`src/rtl/mult_8x8_seq_sched.sv`:
```
// mult_8x8_seq_sched: 8x8 approximate multiplier time-sharing one 4x4 iterative-log unit over up to 4 cycles
module mult_8x8_seq_sched #(
  parameter bit ZERO_SKIP = 1'b1,
  parameter bit DROP_LL   = 1'b0
) (
  input  logic        clk,
  input  logic        rst_n,
  input  logic        in_valid,
  output logic        in_ready,
  input  logic [7:0]  A,
  input  logic [7:0]  B,
  output logic        out_valid,
  input  logic        out_ready,
  output logic [15:0] R,
  output logic        busy,
  output logic [2:0]  steps
);
  typedef enum logic [1:0] {IDLE, CALC, DONE} state_t;
  state_t      state_q, state_d;
  logic [7:0]  a_q, a_d, b_q, b_d;
  logic [16:0] acc_q, acc_d, term;
  logic [3:0]  mask_q, mask_d, mask_clr, m_new;
  logic [15:0] r_q, r_d;
  logic [2:0]  steps_q, steps_d;
  logic [1:0]  sel;
  logic [3:0]  na, nb, sh;
  logic [7:0]  prod;
  logic        accept;

  function automatic logic [1:0] lod(input logic [3:0] x);
    lod = x[3] ? 2'd3 : x[2] ? 2'd2 : x[1] ? 2'd1 : 2'd0;
  endfunction

  // Mitchell-style term: 2^(kx+ky) + rx*2^ky + ry*2^kx, zero when an operand is zero
  function automatic logic [7:0] basic(input logic [3:0] x, input logic [3:0] y);
    logic [1:0] kx, ky;
    logic [3:0] rx, ry;
    kx = lod(x);
    ky = lod(y);
    rx = x & ~(4'd1 << kx);
    ry = y & ~(4'd1 << ky);
    basic = (x == 4'd0 || y == 4'd0) ? 8'd0 :
            (8'd1 << ({1'b0, kx} + {1'b0, ky})) + ({4'd0, rx} << ky) + ({4'd0, ry} << kx);
  endfunction

  // LM_1_EC: basic term plus one error-compensation term built from the residues
  function automatic logic [7:0] lm4(input logic [3:0] x, input logic [3:0] y);
    logic [3:0] rx, ry;
    rx = x & ~(4'd1 << lod(x));
    ry = y & ~(4'd1 << lod(y));
    lm4 = basic(x, y) + basic(rx, ry);
  endfunction

  assign in_ready  = (state_q == IDLE) | ((state_q == DONE) & out_ready);
  assign accept    = in_valid & in_ready;
  assign out_valid = (state_q == DONE);
  assign busy      = (state_q != IDLE);
  assign R         = r_q;
  assign steps     = steps_q;

  assign m_new[0] = !DROP_LL && (!ZERO_SKIP || (|A[3:0] && |B[3:0]));
  assign m_new[1] = !ZERO_SKIP || (|A[3:0] && |B[7:4]);
  assign m_new[2] = !ZERO_SKIP || (|A[7:4] && |B[3:0]);
  assign m_new[3] = !ZERO_SKIP || (|A[7:4] && |B[7:4]);

  assign sel      = mask_q[0] ? 2'd0 : mask_q[1] ? 2'd1 : mask_q[2] ? 2'd2 : 2'd3;
  assign na       = sel[1] ? a_q[7:4] : a_q[3:0];
  assign nb       = sel[0] ? b_q[7:4] : b_q[3:0];
  assign sh       = (sel == 2'd0) ? 4'd0 : (sel == 2'd3) ? 4'd8 : 4'd4;
  assign prod     = lm4(na, nb);
  assign term     = {9'd0, prod} << sh;
  assign mask_clr = mask_q & (mask_q - 4'd1);

  always_comb begin
    state_d = state_q;
    a_d     = a_q;
    b_d     = b_q;
    acc_d   = acc_q;
    mask_d  = mask_q;
    r_d     = r_q;
    steps_d = steps_q;
    if (state_q == CALC) begin
      acc_d  = acc_q + term;
      mask_d = mask_clr;
      if (mask_clr == 4'd0) begin
        r_d     = acc_d[15:0];
        state_d = DONE;
      end
    end else if (state_q == DONE && out_ready) begin
      state_d = IDLE;
    end
    if (accept) begin
      a_d     = A;
      b_d     = B;
      acc_d   = '0;
      mask_d  = m_new;
      steps_d = {2'd0, m_new[0]} + {2'd0, m_new[1]} + {2'd0, m_new[2]} + {2'd0, m_new[3]};
      state_d = (|m_new) ? CALC : DONE;
      r_d     = (|m_new) ? r_q : 16'd0;
    end
  end

  always_ff @(posedge clk or negedge rst_n) begin
    if (!rst_n) begin
      state_q <= IDLE;
      a_q     <= '0;
      b_q     <= '0;
      acc_q   <= '0;
      mask_q  <= '0;
      r_q     <= '0;
      steps_q <= '0;
    end else begin
      state_q <= state_d;
      a_q     <= a_d;
      b_q     <= b_d;
      acc_q   <= acc_d;
      mask_q  <= mask_d;
      r_q     <= r_d;
      steps_q <= steps_d;
    end
  end
endmodule

```
`config.mk`:
```
export PLATFORM = sky130hd
export DESIGN_NAME = mult_8x8_seq_sched
export DESIGN_NICKNAME = d
export VERILOG_FILES = /design/src/rtl/mult_8x8_seq_sched.sv
export SDC_FILE = /design/constraint.sdc
export NUM_CORES = 1
export LEC_CHECK = 0
export BUFFER_PORTS_ARGS = -buffer_cell sky130_fd_sc_hd__buf_2
export CORE_ASPECT_RATIO = 0.6
export CORE_MARGIN = 3
export CORE_UTILIZATION = 31
export CTS_BUF_LIST = sky130_fd_sc_hd__clkbuf_4 sky130_fd_sc_hd__clkbuf_8
export CTS_CLUSTER_DIAMETER = 60
export CTS_CLUSTER_SIZE = 28
export DETAILED_ROUTE_END_ITERATION = 8
export SLEW_MARGIN = 10
export SYNTH_ARGS = -nofsm -noshare
export SYNTH_HDL_FRONTEND = slang
export SYNTH_SLANG_ARGS = --single-unit
```
`constraint.sdc`:
```
create_clock -name clk -period 15.28 [get_ports clk]
set_clock_uncertainty 0.15 [all_clocks]
set_input_delay 4.584 -clock clk [delete_from_list [all_inputs] [get_ports clk]]
set_output_delay 4.584 -clock clk [all_outputs]
set_load 0.02 [all_outputs]
```
; ---- Word-level counts from Yosys, hierarchy flattened
; Index checks and enable logic that the tools add are counted.
[word_totals]
out_inout_bits = 22
in_bits = 20
elab_cells = 106
register_bits = 58
[op_classes]
muxes = 34
reduce_logical = 25
addsub = 12
bitwise_logic = 12
eq_ne = 5
shift = 11
[ops]
columns = op, n
row1 = 16-bit two-way mux, 4
row2 = 8-bit adder, 5
row3 = 17-bit two-way mux, 2
row4 = 4-bit by 2-bit left shift with 8-bit output, 4
row5 = 2-bit two-way mux, 15
row6 = 4-bit two-way mux, 6
row7 = 4-bit AND, 5
row8 = 4-bit zero test, 5
row9 = 4-bit OR reduction, 5
row10 = 17-bit adder, 1
row11 = 8-bit by 4-bit left shift with 17-bit output, 1
row12 = 8-bit two-way mux, 2
row13 = 4-bit inverter, 4
row14 = "1-bit by 2-bit left shift with 4-bit output, first input constant", 4
row15 = "1-bit by 3-bit left shift with 8-bit output, first input constant", 2
row16 = 2-bit by 2-bit adder with 3-bit output, 2
row17 = 2-bit nonzero test, 3
row18 = 1-bit logical AND, 5
row19 = 1-bit two-way mux, 5
row20 = "2-bit == test, second input constant", 2
row21 = 2-bit zero test, 2
row22 = "4-bit by 1-bit subtractor with 4-bit output, second input constant", 1
row23 = 2-bit by 1-bit adder with 3-bit output, 1
row24 = 3-bit by 1-bit adder with 3-bit output, 1
row25 = 10 further kinds, 12

; ---- Logic depth before layout (Yosys ltp)
; Gate-level depths: netlist of run 1.
[depth]
word_depth = 26
mapped_depth = 34
mapped_depth_nobuf = 33

; ---- Worst setup path after synthesis of run 1
; No wires, ideal clock.
[synth_path]
kind = in2out
start = in out_ready
end = out in_ready
required_ns = 10.546
setup_slack_ns = 5.515
t_arrival_ns = 5.031
n_path_buf = 0
cell_stages = 2
cell_sequence = inv_1 a21oi_1
[synth_between]
elab_chain_len = 2
[synth_rtl]
columns = element, line_no
row1 = from (decl), 13  ; input logic out_ready,
row2 = 1-bit AND, 54  ; assign in_ready = (state_q == IDLE) | ((state_q == DONE) & out_ready);
row3 = 1-bit OR, 54
row4 = to (decl), 9  ; output logic in_ready,
; No other way between the ends.

; ---- Worst setup path after layout of run 1
; Same ends and word-level chain as after synthesis.

==> impl_results.md, run 1 <==
- Hold Vio Cnt, Final: 0
- Crit. End Element: output pin
- Synth Area in Adders: a little under a fifth
- Mapped Area: 5120 µm²
- Simple-Gate Fraction of Synth Area: 20.8%
- Routability congestion estimate: approximately 0.9
- Worst Path Required: ~11 ns
- Die area: about 18000 µm²
- Max-slew violations: 0
- Critical Path Source Type: primary input
- # rows: 35
- Final nets: ~720
- Max Clk Rate: 0.102 GHz
- GRT overflow: 0
- Die Width: between 150 and 200 µm
- GRT Util Overall: between 10% and 20%
- Antenna Cells: 0
- Post-synthesis mux area share: ~3.4%
- Worst EP arrival: approximately 5.1 ns
- Relative slew margins: 32.5%
- Root buf cell: clkbuf_8
- Post-synthesis sequential element count: 57
- Sink Count: 57
- Yosys top cell area share: between 20 and 30%
- Initial DRC count: around 280
- Vias/cell: 4.99
- Post-synth cell types: 67
- Worst Path Max Fanout: 3
- Post-synthesis sequential area ratio: between 20% and 30%
- Die H: 106 µm
- Initial antenna violation count: 0
- PortBufs: 41
- Largest family of logic cells by synthesized area: simple AND/OR/NAND/NOR gates
- Period utilization: between 60% and 70%
- WL/cell: approximately 14 µm
- XOR/XNOR Fraction of Synth Area: about 5.4%
- Status: finished, final reports clean
- First-pass iteration count of the detailed router: 5
- Effective utilization at floorplan: 32.5%
- Post-CTS sizing: 0
- Number of post-CTS setup repair buffers: 0
- Top cells by count, synth: nand2_1, dfrtp_1, nor2_1
- Post-synth ARST share: 100%
- Dominant cell type by area after synthesis: dfrtp_1
- Clock slew seen by the registers of the worst setup and hold paths: around 0.06 ns
- CTS tree: yes
- Mapped Cells: 595
- Synthesis warning total: 0
- Worst min path class: reg -> reg
- Cts hold-fix bufs: 0
- Largest net degree at the start of global routing: 58
- Via count: between 4000 and 5000
- Synthesized area per cell: around 8.6 µm²
- Vias in the first global route: about 3800
- Layout cells sized above 1: about an eighth
- Max clock buf depth: 2
- Final ANT Viol Nets: 0
- Drt drc: 0
- I/O pin cnt: between 40 and 50
- Max cap viols: 0
- Top post-synthesis cells by area: dfrtp_1, ha_1, fa_1
- Critical path type: in -> out
- Synth Area in Compound Gates: about a fifth
- Number of synthesized flops with an enable pin: 0
- Area growth syn-to-layout: 12.1%
- Post-detail-place hpwl: approximately 9500 µm
- RSZ-0062 raised after global routing: false
- # setup viols final: 0
- Ys flop type: dfrtp_1
- Clk_lat worst skew: 0.34 ns
- Drt total wl: about 12000 µm
- Total CTS buffers: 9
- Final worst path period need: approximately 10 ns
- H-tree depth: 3
- First-pass GRT wire length: a little over 20000 µm
- Setup_tns: 0 ns
- Core Area: roughly 16000 µm²
- Top-count cell post-synth: nand2_1
- Worst Tran Pin Value: 1.01 ns
[final timing paths]
check,depth (start not counted),slack (ns),from,end
max,4,5.46,out_ready,in_ready
min,2,0.33,R[3],R[3]
max reg2reg,29,6.57,mask_q[1],acc_q[14]
min reg2reg,2,0.33,R[3],R[3]
max in group asynchronous,2,10.22,rst_n,b_q[5]
min in group asynchronous,2,4.21,rst_n,R[11]
[layout make-up]
| class | count | area [µm²] |
|---|---|---|
| clock inverter | 5 | 56.3 |
| multi-input combinational | 489 | 3470 |
| sequential | 57 | 1430 |
| fill | 1631 | 10000 |
| timing repair buffer | 45 | 235 |
| clock buffer | 10 | 138 |
| tap | 203 | 254 |
| inverter | 39 | 159 |
[critical path, stage by stage]
cell and delay, ns:
buf_2 0.08, inv_1 0.04, a21oi_1 0.19, buf_2 0.20
[stage by stage]
| step | hold slack (ns) | cells | setup WS [ns] | util (%) | cell area (µm²) |
|---|---|---|---|---|---|
| after global placement | 0.309 | 833 | 5.47 | 35.2 | 5540 |
| after global routing | 0.349 | 848 | 5.37 | 36.4 | 5740 |
| after floorplan | 0.295 | 602 | 5.52 | - | 5140 |
| after detailed placement | 0.315 | 833 | 5.45 | 35.2 | 5540 |
| after CTS | 0.333 | 848 | 5.45 | 36.4 | 5740 |
| final | 0.331 | 848 | 5.46 | 36.4 | 5740 |
[routing by layer]
metal / routed length (µm) / track usage (%)
met3: 556 / 3.30
met4: 52 / 2.73
met5: 0 / 0
met1: 7340 / 25.0
met2: 4220 / 16.3
[state kept, by name (all words and copies together), names as in the netlist]
signal   count
R           16
a_q          8
acc_q       16
b_q          8
mask_q       4
state_q      2
steps        3
[kinds of logic after synthesis]
logic type      after synthesis
xor+xnor                     30
compound gates              138
mux                          16
other cells                   1
buf+inv                      56
fa+ha+maj                    64
flops                        57
simple gates                233
[placed cells by master (no fill, tap or decap), types with 4 or more instances in the layout]
| cell | count |
|---|---|
| clkbuf_8 | 10 |
| a22o_1 | 9 |
| xor2_1 | 13 |
| nand3b_1 | 4 |
| or4_1 | 5 |
| xnor2_1 | 16 |
| ha_1 | 40 |
| o31ai_1 | 6 |
| a21o_1 | 14 |
| o21ai_1 | 4 |
| nor3_1 | 14 |
| o22ai_1 | 5 |
| a21oi_1 | 33 |
| dfrtp_1 | 57 |
| buf_2 | 41 |
| nand2b_1 | 4 |
| and2_1 | 6 |
| and3_1 | 4 |
| conb_1 | 8 |
| buf_4 | 4 |
| nand2_1 | 112 |
| nor2b_1 | 8 |
| inv_1 | 35 |
| nor2_1 | 48 |
| nand3_1 | 8 |
| fa_1 | 21 |
| o21bai_1 | 5 |
| or3_1 | 7 |
| o21ai_0 | 26 |
| a211oi_1 | 8 |
| a31oi_1 | 4 |
| mux2i_1 | 12 |
Power of run 1 is not shown: default switching activity piles up to over one toggle a cycle in this logic, so the estimate is an artifact.
==> inputs of run 2 (changes only) <==
--- a/config.mk
+++ b/config.mk
@@ -5,6 +5,7 @@
 export SDC_FILE = /design/constraint.sdc
 export NUM_CORES = 1
 export LEC_CHECK = 0
+export ABC_AREA = 1
 export BUFFER_PORTS_ARGS = -buffer_cell sky130_fd_sc_hd__buf_2
 export CORE_ASPECT_RATIO = 0.6
 export CORE_MARGIN = 3
==> constraint.sdc (replaced) <==
create_clock -name clk -period 9.1 [get_ports clk]
set_clock_uncertainty 0.15 [all_clocks]
set_input_delay 2.73 -clock clk [delete_from_list [all_inputs] [get_ports clk]]
set_output_delay 2.73 -clock clk [all_outputs]
set_load 0.02 [all_outputs]
==> run 2 against run 1 <==
Routed wire length rose by 3.4%. Via count rose by 11%. Utilization fell by 0.22 points. Critical path depth rose by 38. Flip-flop and latch count did not move. Hold slack worse by 0.015 ns. Sequential share of layout area decreased by 0.81 points. Worst setup slack got worse by 4.0 ns. Critical path type is now reg -> reg.
==> impl_results.md, run 2 <==
- FF-to-FF Start: mask_q[0]
- Critical path type: reg -> reg
- CP peak stage delay: 0.56 ns (+0.36 ns)
- Synthesis warning total: 0 (unchanged)
- Period utilization: between 80% and 90%
- Routability congestion estimate: 0.865 (-1.8%)
- Drt drc: 0 (unchanged)
- Finished Core Util: 36.2% (-0.22 points)
- Status: finished, final reports clean
- Number of synthesized flops with an enable pin: 0 (unchanged)
- Crit. End Element: flop
- Top cells by count, synth: nand2_1, inv_1, o21ai_0
- R2R setup slack: 1.42 ns (-5.15 ns)
- Final nets: 863 (+20%)
- Largest net degree at the start of global routing: 58 (unchanged)
- Core Area: 16400 µm² (+4.0%)
- I/O pin cnt: 42 (unchanged)
- Crit path launch: mask_q[0]
- Cts hold-fix bufs: 0 (unchanged)
- Post-synthesis sequential element count: 57 (unchanged)
- GRT Util Overall: 14.2% (about the same)
- Top-count cell post-synth: nand2_1
- WL/cell: 12.4 µm (-14%)
- Relative slew margins: 50.1% (+18 points)
- Antenna Cells: 0 (unchanged)
- # setup viols final: 0 (unchanged)
- Mapped Cells: 732 (+23%)
- Dominant cell type by area after synthesis: dfrtp_1
- Effective utilization at floorplan: 31.9% (-0.58 points)
- Max cap viols: 0 (unchanged)
- FF-to-FF End: R[10]
- Synthesized area per cell: 7.14 µm² (-17%)
- Final ANT Viol Nets: 0 (unchanged)
- H-tree depth: 3 (unchanged)
- First-pass iteration count of the detailed router: 6 (+1)
- First-pass GRT wire length: 21700 µm (+5.4%)
- HP Start: R[3]
- Die area: 18500 µm² (+2.1%)
- Critical Path Source Type: flop
- Layout cells sized above 1: 12.8% (+0.74 points)
- # rows: 36 (+2.9%)
- PortBufs: 41 (unchanged)
- Worst reg2reg path depth: 42 (+45%)
- Clock slew seen by the registers of the worst setup and hold paths: 0.07 ns (about the same)
- Most frequent cells in the layout: nand2_1, inv_1, o21ai_0, dfrtp_1, nor2_1
- Worst hold endpoint: R[3]
- Worst Path Required: 9.14 ns (-1.41 ns)
- Post-synth cell types: 46 (-31%)
- Worst Tran Pin Value: 0.748 ns (-0.262 ns)
- Max Clk Rate: around 0.13 GHz
- Max-slew violations: 0 (unchanged)
- Worst EP arrival: 7.72 ns (+2.63 ns)
- Die Width: 174 µm (+1.0%)
- Commonest non-fill, non-tap cell in the layout: nand2_1
- Initial antenna violation count: 0 (unchanged)
- Post-detail-place hpwl: 10200 µm (+7.6%)
- GRT overflow: 0 (unchanged)
- Hold path depth: 2 (unchanged)
- RSZ-0062 raised after global routing: false
- Ys flop type: dfrtp_1
- Initial DRC count: 370 (+30%)
- Most used cell, CP: nor2_1
- Worst min path class: reg -> reg
- Area growth syn-to-layout: 13.4%
- Mapped Area: 5230 µm² (+2.2%)
- Total CTS buffers: 9 (unchanged)
- Hold Vio Cnt, Final: 0 (unchanged)
- Top post-synthesis cells by area: dfrtp_1, nand2_1, ha_1
- Max clock buf depth: 2 (unchanged)
- CTS tree: yes
- Clk_lat worst skew: 0.34 ns (about the same)
- Final worst path period need: 7.68 ns
- Root buf cell: clkbuf_8
- Via count: 4688 (+11%)
- Post-synth ARST share: 100% (unchanged)
- Number of post-CTS setup repair buffers: 0 (unchanged)
- Yosys top cell area share: 27.3% (-0.59 points)
- Post-synthesis sequential area ratio: 27.3% (-0.59 points)
- CP max-delay cell: fa_1
- Worst Path Max Fanout: 13 (+10)
- Setup_tns: 0 ns (unchanged)
- Post-CTS sizing: 0 (unchanged)
- Vias/cell: 4.62 (-7.5%)
- Vias in the first global route: 4448 (+16%)
- Die H: 107 µm (+1.0%)
- Drt total wl: 12600 µm (+3.4%)
- Sink Count: 57 (unchanged)
==> run 2: metal layers <==
layer | track usage [%] | vias to the layer above | share of wire (%)
li1 | - | 2452 | -
met1 | 23.3 | 2130 | 59
met2 | 18.8 | 100 | 36
met3 | 3.22 | 6 | 5.0
met4 | 1.78 | 0 | 0.41
met5 | 0 | - | 0
==> run 2: kinds of logic (layout without fill, tap and decap cells) <==
kind of cell | after synthesis | after routing | share of synthesized area (%)
adders and majority gates | 61 | 61 | 17.6
and+or+nand+nor | 326 | 326 | 27.8
other | 1 | 8 | 0.0717
AOI/OAI and AO/OA | 137 | 137 | 15.1
buffers and inverters | 138 | 186 | 10.2
DFF | 57 | 57 | 27.3
xor gates and xnor gates | 12 | 12 | 2.01
==> run 2: worst max path at each step <==
| stage | end | slack (ns) | depth (start not counted) |
|---|---|---|---|
| after floorplan | acc_q[10] | 2.43 | 39 |
| after global placement | R[10] | 1.64 | 42 |
| after detailed placement | R[10] | 1.46 | 42 |
| after CTS | R[10] | 1.42 | 42 |
| after global routing | R[10] | 0.63 | 42 |
| final | R[10] | 1.42 | 42 |
==> run 2: final cells by class <==
cell class	instances	area (µm²)
well taps	228	285
inverters	126	473
clock buffers	10	131
multi-input cells	544	3300
fillers	1767	10500
flip-flops and latches	57	1430
repair buffers	44	228
clock inverters	6	91.3
==> run 2: stage by stage <==
step,instances,area [µm²],setup slack (ns),hold WS (ns)
CTS,1015,5930,1.42,0.324
floorplan,739,5260,2.43,0.303
finish,1015,5930,1.42,0.317
global placement,999,5710,1.64,0.302
detailed placement,999,5710,1.46,0.305
global route,1015,5930,0.633,0.347
==> run 2: worst max-delay path, delay by kind of cell, from the launching register on <==
kind	cells	cell delay [ns]
flops	1	0.44
simple gates	21	2.76
buf+inv	5	0.44
xor+xnor	1	0.16
compound gates	9	1.29
fa+ha+maj	6	2.29
Power of run 2 is left out for the same reason.
==> inputs of run 3 (changes only) <==
--- a/config.mk
+++ b/config.mk
@@ -5,7 +5,7 @@
 export SDC_FILE = /design/constraint.sdc
 export NUM_CORES = 1
 export LEC_CHECK = 0
-export ABC_AREA = 1
+export ABC_AREA = 0
 export BUFFER_PORTS_ARGS = -buffer_cell sky130_fd_sc_hd__buf_2
 export CORE_ASPECT_RATIO = 0.6
 export CORE_MARGIN = 3
==> constraint.sdc (replaced) <==
create_clock -name clk -period 8 [get_ports clk]
set_clock_uncertainty 0.15 [all_clocks]
set_input_delay 2.4 -clock clk [delete_from_list [all_inputs] [get_ports clk]]
set_output_delay 2.4 -clock clk [all_outputs]
set_load 0.02 [all_outputs]
==> run 3 against run 2 <==
Routed wire length increased by 4.6%. Register-to-register slack got worse by 1.0 ns. Critical path type unchanged. Critical endpoint is now acc_q[15]. Highest routed layer unchanged. Largest cell class unchanged. Utilization increased by 1.8 points.
==> impl_results.md, run 3 (synthesis gave the netlist of run 1 again) <==
- Status: finished, final reports clean
- Vias in the first global route: 4022 (-9.6%)
- Root buf cell: clkbuf_8
- Area growth syn-to-layout: 17.1%
- GRT overflow: 0 (unchanged)
- Sink Count: 57 (unchanged)
- H-tree depth: 3 (unchanged)
- Fin cells: 868 (-14%)
- Routability congestion estimate: 0.892 (+3.0%)
- Most frequent cells in the layout: nand2_1, dfrtp_1, nor2_1, buf_2, ha_1
- Cts hold-fix bufs: 0 (unchanged)
- CP peak stage delay: 0.55 ns (about the same)
- Setup_tns: 0 ns (unchanged)
- Worst Path Max Fanout: 8 (-5)
- Delay-heaviest family, CP: adder cells
- Drt total wl: 13200 µm (+4.6%)
- # setup viols final: 0 (unchanged)
- Post-detail-place hpwl: 10000 µm (-1.6%)
- Critical path type: reg -> reg
- Antenna Cells: 0 (unchanged)
- Final nets: 742 (-14%)
- Area of the multi-input gates: 3570 µm² (+8.4%)
- Worst EP arrival: 7.69 ns (-0.03 ns)
- Period utilization: 94.7% (+10 points)
- Finished Core Util: 38.0% (+1.8 points)
- Final worst path period need: 7.58 ns (-0.0969 ns)
- Clock slew seen by the registers of the worst setup and hold paths: 0.07 ns (about the same)
- WL/cell: 15.2 µm (+22%)
- Final ANT Viol Nets: 0 (unchanged)
- Commonest non-fill, non-tap cell in the layout: nand2_1
- Worst hold slack: 0.328 ns (+0.0116 ns)
- I/O pin cnt: 42 (unchanged)
- Layout cells sized above 1: 17.6% (+4.8 points)
- Worst Path Required: 8.11 ns (-1.03 ns)
- Die H: 106 µm (-1.0%)
- Die Width: 172 µm (-1.0%)
- Effective utilization at floorplan: 32.5% (+0.58 points)
- Die area: 18100 µm² (-2.0%)
- Via count: 4368 (-6.8%)
- Total CTS buffers: 9 (unchanged)
- Max-slew violations: 0 (unchanged)
- Worst Tran Pin Value: 0.952 ns (+0.205 ns)
- Worst min path class: reg -> reg
- Largest net degree at the start of global routing: 58 (unchanged)
- FF/Latch Area: 1430 µm² (+0.18%)
- Max Clk Rate: 0.132 GHz (+1.3%)
- Worst path buffer plus inverter count: 2 (-3)
- Initial DRC count: 274 (-26%)
- Drt drc: 0 (unchanged)
- Vias/cell: 5.03 (+9.0%)
- Max clock buf depth: 2 (unchanged)
- CP max-delay cell: or4_4
- Relative slew margins: 36.3% (-14 points)
- CTS tree: yes
- First-pass iteration count of the detailed router: 5 (-1)
- Hold Vio Cnt, Final: 0 (unchanged)
- First-pass GRT wire length: 21900 µm (+0.60%)
- Initial antenna violation count: 0 (unchanged)
- # fillers: 1617 (-8.5%)
- Clk_lat worst skew: 0.35 ns (about the same)
- Core Area: 15800 µm² (-3.8%)
- # rows: 35 (-2.8%)
- PortBufs: 41 (unchanged)
- GRT Util Overall: 15.0% (+0.82 points)
- Inst Count DP: 844 (-16%)
- Critical Path Source Type: flop
- Max cap viols: 0 (unchanged)
- Crit. End Element: flop
==> run 3: changes by cell type in the layout (fill, tap and decap cells not counted), moves of 21 or more <==
| cell | delta |
|---|---|
| o21ai_0 | -38 |
| inv_1 | -85 |
| buf_4 | +21 |
| nand2_1 | -74 |
| nand3_1 | -27 |
==> run 3: area by class of cell <==
type / count / area share [%]
Inverter: 39 / 2.65
Clock buffer: 10 / 2.30
Clock inverter: 5 / 0.939
Multi-Input combinational cell: 489 / 59.6
Timing Repair Buffer: 65 / 6.43
Tap cell: 203 / 4.24
Sequential cell: 57 / 23.8
==> run 3: metal layers <==
metal / GRT usage [%] / vias up / share of wire [%]
li1: - / 2202 / -
met1: 26.2 / 2004 / 56
met2: 17.6 / 153 / 35
met3: 3.71 / 9 / 7.8
met4: 2.56 / 0 / 0.62
met5: 0 / - / 0
==> run 3: final timing paths <==
check                            end  slack [ns]  startpoint  cells past startpoint
setup reg to reg           acc_q[15]        0.42   mask_q[0]                     31
hold / removal                a_q[0]        0.33      a_q[0]                      2
max in group asynchronous  mask_q[0]        5.12       rst_n                      2
min in group asynchronous       R[7]        2.01       rst_n                      2
setup / recovery           acc_q[15]        0.42   mask_q[0]                     31
hold reg to reg               a_q[0]        0.33      a_q[0]                      2
==> run 3: per-stage QoR <==
stage	setup WS, ns	area, µm²
6_report	0.421	5990
5_1_grt	-0.0272	5990
4_1_cts	0.0904	5820
3_5_place_dp	0.105	5630
3_3_place_gp	0.206	5630
2_1_floorplan	0.404	5140
==> run 3: what timing repair did <==
item | in CTS | in global routing
setup endpoints to repair | 0 | 12
gates resized for setup | 0 | 24
setup buffers | 0 | 9
==> run 3: worst register-to-register path, delay by kind of cell (launching register included) <==
| kind | cells | cell delay, ns |
|---|---|---|
| DFF | 1 | 0.46 |
| and+or+nand+nor | 10 | 1.90 |
| AOI/OAI and AO/OA | 8 | 1.57 |
| adders and majority gates | 7 | 2.45 |
| muxes | 3 | 0.55 |
| buffers and inverters | 2 | 0.13 |
| xor gates and xnor gates | 1 | 0.26 |
Power of run 3 is left out for the same reason.
